==> src/rtl/ddr3_iod_dly_ctrl.sv <==
// ddr3_iod_dly_ctrl
//   Round-robin scheduler for the dynamic delay lines of the DDR3 CA/CTRL IODs.
//   Training logic posts per-lane inc/dec/load requests. One lane is served
//   at a time. The block drives spaced MOVE/LOAD pulses and tracks the tap
//   position of each lane. An op stops with ERR when the IOD reports
//   out-of-range, or when a further step would saturate the tap counter.
// Ports
//   FAB_CLK, SYNC_RST        clock, synchronous active-high reset
//   REQ_VALID/REQ_READY      per-lane handshake; READY is one-hot while arbitrating
//   REQ_OP, REQ_COUNT        per-lane op (00 inc, 01 dec, 10 load, 11 nop) and step count
//   DONE, ERR                per-lane completion pulse and abort flag
//   DELAY_LINE_*             to/from the PF_IOD delay-line controls
//   TAP_POS                  tracked tap per lane
//   BUSY                     an op is in progress (not idle, not arbitrating)
module ddr3_iod_dly_ctrl #(
   parameter int NUM_LANES = 4,
   parameter int TAP_W     = 8,
   parameter int MOVE_GAP  = 4,
   parameter int INIT_TAP  = 1
) (
   input  logic                         FAB_CLK,
   input  logic                         SYNC_RST,
   input  logic [NUM_LANES-1:0]         REQ_VALID,
   output logic [NUM_LANES-1:0]         REQ_READY,
   input  logic [2*NUM_LANES-1:0]       REQ_OP,
   input  logic [TAP_W*NUM_LANES-1:0]   REQ_COUNT,
   output logic [NUM_LANES-1:0]         DONE,
   output logic [NUM_LANES-1:0]         ERR,
   output logic [NUM_LANES-1:0]         DELAY_LINE_MOVE,
   output logic [NUM_LANES-1:0]         DELAY_LINE_DIRECTION,
   output logic [NUM_LANES-1:0]         DELAY_LINE_LOAD,
   input  logic [NUM_LANES-1:0]         DELAY_LINE_OUT_OF_RANGE,
   output logic [TAP_W*NUM_LANES-1:0]   TAP_POS,
   output logic                         BUSY
);

   localparam int LANE_W = (NUM_LANES > 1) ? $clog2(NUM_LANES) : 1;
   localparam int GAP_W  = $clog2(MOVE_GAP + 1);
   localparam logic [TAP_W-1:0] MAX_TAP  = {TAP_W{1'b1}};
   localparam logic [TAP_W-1:0] INIT_VAL = TAP_W'(INIT_TAP);

   localparam logic [2:0] S_IDLE  = 3'd0;
   localparam logic [2:0] S_ARB   = 3'd1;
   localparam logic [2:0] S_SETUP = 3'd2;
   localparam logic [2:0] S_PULSE = 3'd3;
   localparam logic [2:0] S_GAP   = 3'd4;
   localparam logic [2:0] S_FIN   = 3'd5;

   localparam logic [1:0] OP_INC  = 2'b00;
   localparam logic [1:0] OP_DEC  = 2'b01;
   localparam logic [1:0] OP_LOAD = 2'b10;
   localparam logic [1:0] OP_NOP  = 2'b11;

   logic [2:0]        state_reg;
   logic [LANE_W-1:0] ptr_reg;
   logic [LANE_W-1:0] lane_reg;
   logic [1:0]        op_reg;
   logic [TAP_W-1:0]  remaining_reg;
   logic [GAP_W-1:0]  gap_reg;
   logic              err_reg;
   logic [TAP_W-1:0]  tap_reg [NUM_LANES];
   logic [NUM_LANES-1:0] dir_reg;

   logic [1:0]        req_op_arr    [NUM_LANES];
   logic [TAP_W-1:0]  req_count_arr [NUM_LANES];

   logic              grant_found;
   logic [LANE_W-1:0] grant_lane;
   logic [1:0]        grant_op;
   logic [TAP_W-1:0]  grant_count;
   logic [TAP_W-1:0]  cur_tap;
   logic [TAP_W-1:0]  step_tap;
   logic [TAP_W-1:0]  remaining_dec;

   // True when one more step of this op from this tap would leave the range.
   function automatic logic is_sat(input logic [1:0] op, input logic [TAP_W-1:0] tap);
      return ((op == OP_INC) && (tap == MAX_TAP)) || ((op == OP_DEC) && (tap == '0));
   endfunction

   // Per-lane unpacking of the request buses and per-lane output decode.
   genvar gi;
   generate
      for (gi = 0; gi < NUM_LANES; gi++) begin : g_lane
         assign req_op_arr[gi]    = REQ_OP[2*gi +: 2];
         assign req_count_arr[gi] = REQ_COUNT[TAP_W*gi +: TAP_W];

         assign REQ_READY[gi]       = (state_reg == S_ARB) && grant_found && (grant_lane == LANE_W'(gi));
         assign DELAY_LINE_MOVE[gi] = (state_reg == S_PULSE) && (lane_reg == LANE_W'(gi)) && (op_reg != OP_LOAD);
         assign DELAY_LINE_LOAD[gi] = (state_reg == S_PULSE) && (lane_reg == LANE_W'(gi)) && (op_reg == OP_LOAD);
         assign DONE[gi]            = (state_reg == S_FIN) && (lane_reg == LANE_W'(gi));
         assign ERR[gi]             = (state_reg == S_FIN) && (lane_reg == LANE_W'(gi)) && err_reg;
         assign DELAY_LINE_DIRECTION[gi]   = dir_reg[gi];
         assign TAP_POS[TAP_W*gi +: TAP_W] = tap_reg[gi];
      end
   endgenerate

   assign BUSY = (state_reg != S_IDLE) && (state_reg != S_ARB);

   // Round-robin search: first valid lane at or after the pointer.
   always_comb begin
      grant_found = 1'b0;
      grant_lane  = '0;
      for (int k = 0; k < NUM_LANES; k++) begin
         if (!grant_found && REQ_VALID[(int'(ptr_reg) + k) % NUM_LANES]) begin
            grant_found = 1'b1;
            grant_lane  = LANE_W'((int'(ptr_reg) + k) % NUM_LANES);
         end
      end
   end

   assign grant_op      = req_op_arr[grant_lane];
   assign grant_count   = req_count_arr[grant_lane];
   assign cur_tap       = tap_reg[lane_reg];
   assign remaining_dec = remaining_reg - 1'b1;

   always_comb begin
      step_tap = INIT_VAL;
      if (op_reg == OP_INC) begin
         step_tap = cur_tap + 1'b1;
      end else if (op_reg == OP_DEC) begin
         step_tap = cur_tap - 1'b1;
      end
   end

   always_ff @(posedge FAB_CLK) begin
      if (SYNC_RST) begin
         state_reg     <= S_IDLE;
         ptr_reg       <= '0;
         lane_reg      <= '0;
         op_reg        <= OP_NOP;
         remaining_reg <= '0;
         gap_reg       <= '0;
         err_reg       <= 1'b0;
         dir_reg       <= '0;
         for (int i = 0; i < NUM_LANES; i++) begin
            tap_reg[i] <= INIT_VAL;
         end
      end else begin
         case (state_reg)
            S_IDLE: begin
               if (|REQ_VALID) begin
                  state_reg <= S_ARB;
               end
            end
            S_ARB: begin
               err_reg <= 1'b0;
               if (!grant_found) begin
                  state_reg <= S_IDLE;
               end else begin
                  lane_reg <= grant_lane;
                  op_reg   <= grant_op;
                  ptr_reg  <= (grant_lane == LANE_W'(NUM_LANES - 1)) ? '0 : grant_lane + 1'b1;
                  // A load is a single step regardless of the requested count.
                  remaining_reg <= (grant_op == OP_LOAD) ? TAP_W'(1) : grant_count;
                  if ((grant_op == OP_NOP) || ((grant_op != OP_LOAD) && (grant_count == '0))) begin
                     state_reg <= S_FIN;
                  end else begin
                     state_reg <= S_SETUP;
                  end
               end
            end
            S_SETUP: begin
               dir_reg[lane_reg] <= (op_reg == OP_INC);
               if (is_sat(op_reg, cur_tap)) begin
                  err_reg   <= 1'b1;
                  state_reg <= S_FIN;
               end else begin
                  state_reg <= S_PULSE;
               end
            end
            S_PULSE: begin
               gap_reg   <= GAP_W'(MOVE_GAP - 1);
               state_reg <= S_GAP;
            end
            S_GAP: begin
               if (gap_reg != '0) begin
                  gap_reg <= gap_reg - 1'b1;
               end else if (DELAY_LINE_OUT_OF_RANGE[lane_reg]) begin
                  // IOD rejected the step: the tap did not move.
                  err_reg   <= 1'b1;
                  state_reg <= S_FIN;
               end else begin
                  tap_reg[lane_reg] <= step_tap;
                  remaining_reg     <= remaining_dec;
                  if (remaining_dec == '0) begin
                     state_reg <= S_FIN;
                  end else if (is_sat(op_reg, step_tap)) begin
                     err_reg   <= 1'b1;
                     state_reg <= S_FIN;
                  end else begin
                     state_reg <= S_PULSE;
                  end
               end
            end
            S_FIN: begin
               state_reg <= S_IDLE;
            end
            default: begin
               state_reg <= S_IDLE;
            end
         endcase
      end
   end

endmodule

==> config.mk <==
export PLATFORM = sky130hd
export DESIGN_NAME = ddr3_iod_dly_ctrl
export DESIGN_NICKNAME = d
export VERILOG_FILES = /design/src/rtl/ddr3_iod_dly_ctrl.sv
export SDC_FILE = /design/constraint.sdc
export NUM_CORES = 1
export LEC_CHECK = 0
export ABC_AREA = 1
export CORE_MARGIN = 2
export CORE_UTILIZATION = 40
export DETAILED_ROUTE_END_ITERATION = 8
export PLACE_DENSITY = 0.64
export SYNTH_ARGS = -nofsm -noshare
export SYNTH_HDL_FRONTEND = slang
export SYNTH_SLANG_ARGS = --single-unit
==> constraint.sdc <==
create_clock -name FAB_CLK -period 7.4 [get_ports FAB_CLK]
set_clock_uncertainty 0.1 [all_clocks]
set_input_delay 1.11 -clock FAB_CLK [delete_from_list [all_inputs] [get_ports FAB_CLK]]
set_output_delay 1.11 -clock FAB_CLK [all_outputs]
set_load 0.02 [all_outputs]
==> run metrics <==
status=complete, no violations; CTS Buf Count=9; Synth top area share=0.228; Worst Path Arrival=3.74 ns; # setup viols final=0; Row Count=37; Post-DRT Antenna Nets=0; Worst Path Required=between 6 and 7 ns; chip width=approximately 110 um; Clock transition at path regs=about 0.070 ns; Final #Nets=roughly 800; Cells after Synth=a little over 600; largest cells by area after synthesis=edfxtp_1, nand2_1, dfxtp_1, nor2_1, nand3_1; Resized Gates After CTS=0; register area share after synthesis=0.357; I/O Buffers=approximately 110; dpl ws=around 2.5 ns; area grow syn2layout=31.2%; count leader, synth=nand2_1; setup TNS=0 ns; n_diodes=0; synthesis-stage register bit count=~60; Avg Vias per Cell=about 5.2; Mapped Avg Cell Area=6.76 sq um; Clock Latency Late Sink=about 0.36 ns; RSZ-0062 raised after global routing=no; H-tree levels=3; CP max FO=23; Final Max Slew Viols=0; io pins=approximately 110; initial core utilization=0.410; Slew Limit Headroom=0.318; Worst Setup Start Kind=primary input; Post-DP HPWL=around 9.7 mm; Synthesized Nets=between 600 and 700; pin count of the biggest net entering global routing=24; max reg flops=32; Yosys warnings=0; root buffer cell=clkbuf_8; drt wl/cell=approximately 14 um; number of enable flip-flop cells after synthesis=32; final critical-path required period=about 5 ns; kind of critical path=primary input to primary output; Post-CTS Setup Inserts=0; CTS Hold Buffers Added=0; global route overflow=0; largest area contributor in the netlist=edfxtp_1; Fin. Hold Viols=0; final worst setup slack=between 2 and 2.5 ns; routed vias=4484; die area=0.0114 sq mm; Final Wtd Congestion=0.908; Post-synth top cells=nand2_1, nor2_1, inv_1, nand3_1, edfxtp_1; Initial DRT Pass Iterations=7; leak pwr=between 2 and 2.5 nW; PwrDens=407 mW/mm^2; Synth Cell Area=roughly 0.0042 sq mm; filler instances=988; die height=about 110 um; VDD IR max=between 200 and 250 uV; gr usage total=0.224; ys async rst share=0; CTS tree=built; max capacitance violation total=0; initial antenna violation count=0; Sink Count=59; Fmax achieved=202 MHz; Worst Hold Class=register to register; top_reg_cell synth=edfxtp_1; share of layout cells above drive strength 1=0.0660; Starting DRT DRC Count=325; CP endpoint kind=primary output; Max Root-Sink Buffers=2; period utilization=0.669; WL final=12.4 mm; DRC=0; core area=0.0103 sq mm; number of global-route vias before repair=a little over 4000; Worst-Margin Slew=between 1 and 1.5 ns; first-pass GRT wire length=~20 mm; distinct cell type count after synthesis=39
==> cell type report <==
cell class,instances,area [sq um],share of cell area
clock buffers,11,131,0.0238
clock inverters,5,53.8,0.00974
inverters,74,278,0.0503
multi-input cells,468,2300,0.416
flip-flops and latches,59,1500,0.272
well taps,136,170,0.0308
repair buffers,110,1090,0.198
==> worst max-delay path: stages <==
cell	delay, ns
clkdlybuf4s50_1	0.42
inv_1	0.11
nand2_1	0.09
nand3_1	0.15
nand2_2	0.08
inv_2	0.09
nand2_2	0.07
nand2_4	0.17
nand3_4	0.25
inv_1	0.27
ha_1	0.18
inv_1	0.04
nor2_1	0.10
clkdlybuf4s50_1	0.62
==> power breakdown <==
part	switching, mW	internal, mW
combinational	0.994	0.478
clock	0.133	0.154
sequential	0.0780	0.413
==> per-layer routing <==
| layer | wire length [um] | share of wire | vias to the layer above | global-route usage |
|---|---|---|---|---|
| met5 | 0 | 0 | - | 0 |
| met4 | 243 | 0.020 | 0 | 0.0826 |
| met3 | 718 | 0.058 | 16 | 0.0267 |
| met2 | 5900 | 0.47 | 175 | 0.384 |
| met1 | 5590 | 0.45 | 2037 | 0.289 |
| li1 | - | - | 2256 | - |
==> metrics by stage <==
stage	hold WS (ns)	area, sq um	power, mW	utilization	std cells
2_1_floorplan	0.369	4210	1.65	-	623
3_3_place_gp	0.386	5340	1.93	0.519	847
3_5_place_dp	0.391	5340	1.96	0.519	847
4_1_cts	0.401	5520	2.25	0.537	863
5_1_grt	0.427	5520	2.48	0.537	863
6_report	0.399	5520	2.25	0.537	863
==> cell families after synthesis <==
logic type               after synthesis  share of synthesized area
XOR/XNOR                               6                     0.0125
adder cells (fa/ha/maj)               10                     0.0297
buffers and inverters                 96                     0.0978
AND/OR/NAND/NOR                      388                      0.416
flip-flops                            59                      0.357
AO/OA/AOI/OAI                         64                     0.0871
==> cell usage in the layout (no fill, tap or decap), types with 2 or more instances in the layout <==
cell type / synthesis / final
clkinv_1: 1 / 2
nand2_1: 189 / 189
nand3_1: 53 / 53
nor3_1: 15 / 15
inv_1: 67 / 67
edfxtp_1: 32 / 32
nand3_2: 9 / 9
ha_1: 10 / 10
o21ai_0: 29 / 29
xnor2_1: 4 / 4
dfxtp_1: 27 / 27
clkbuf_1: 10 / 2
a31oi_1: 7 / 7
nand3_4: 2 / 2
clkdlybuf4s50_1: 0 / 106
buf_4: 2 / 4
o211ai_1: 2 / 2
clkinvlp_4: 0 / 2
clkbuf_8: 0 / 9
nor2_1: 75 / 75
xor2_1: 2 / 2
inv_2: 6 / 6
nand4_1: 30 / 30
nand2_2: 8 / 8
a21oi_1: 18 / 18
==> worst paths after layout <==
check	to	slack, ns	start	depth (start not counted)
setup / recovery	REQ_READY[3]	2.45	REQ_VALID[1]	14
hold / removal	gap_reg[1]	0.40	gap_reg[1]	2
setup reg to reg	state_reg[2]	4.22	register	18
hold reg to reg	gap_reg[1]	0.40	gap_reg[1]	2
No activity file was read; power rests on OpenSTA's default activity.
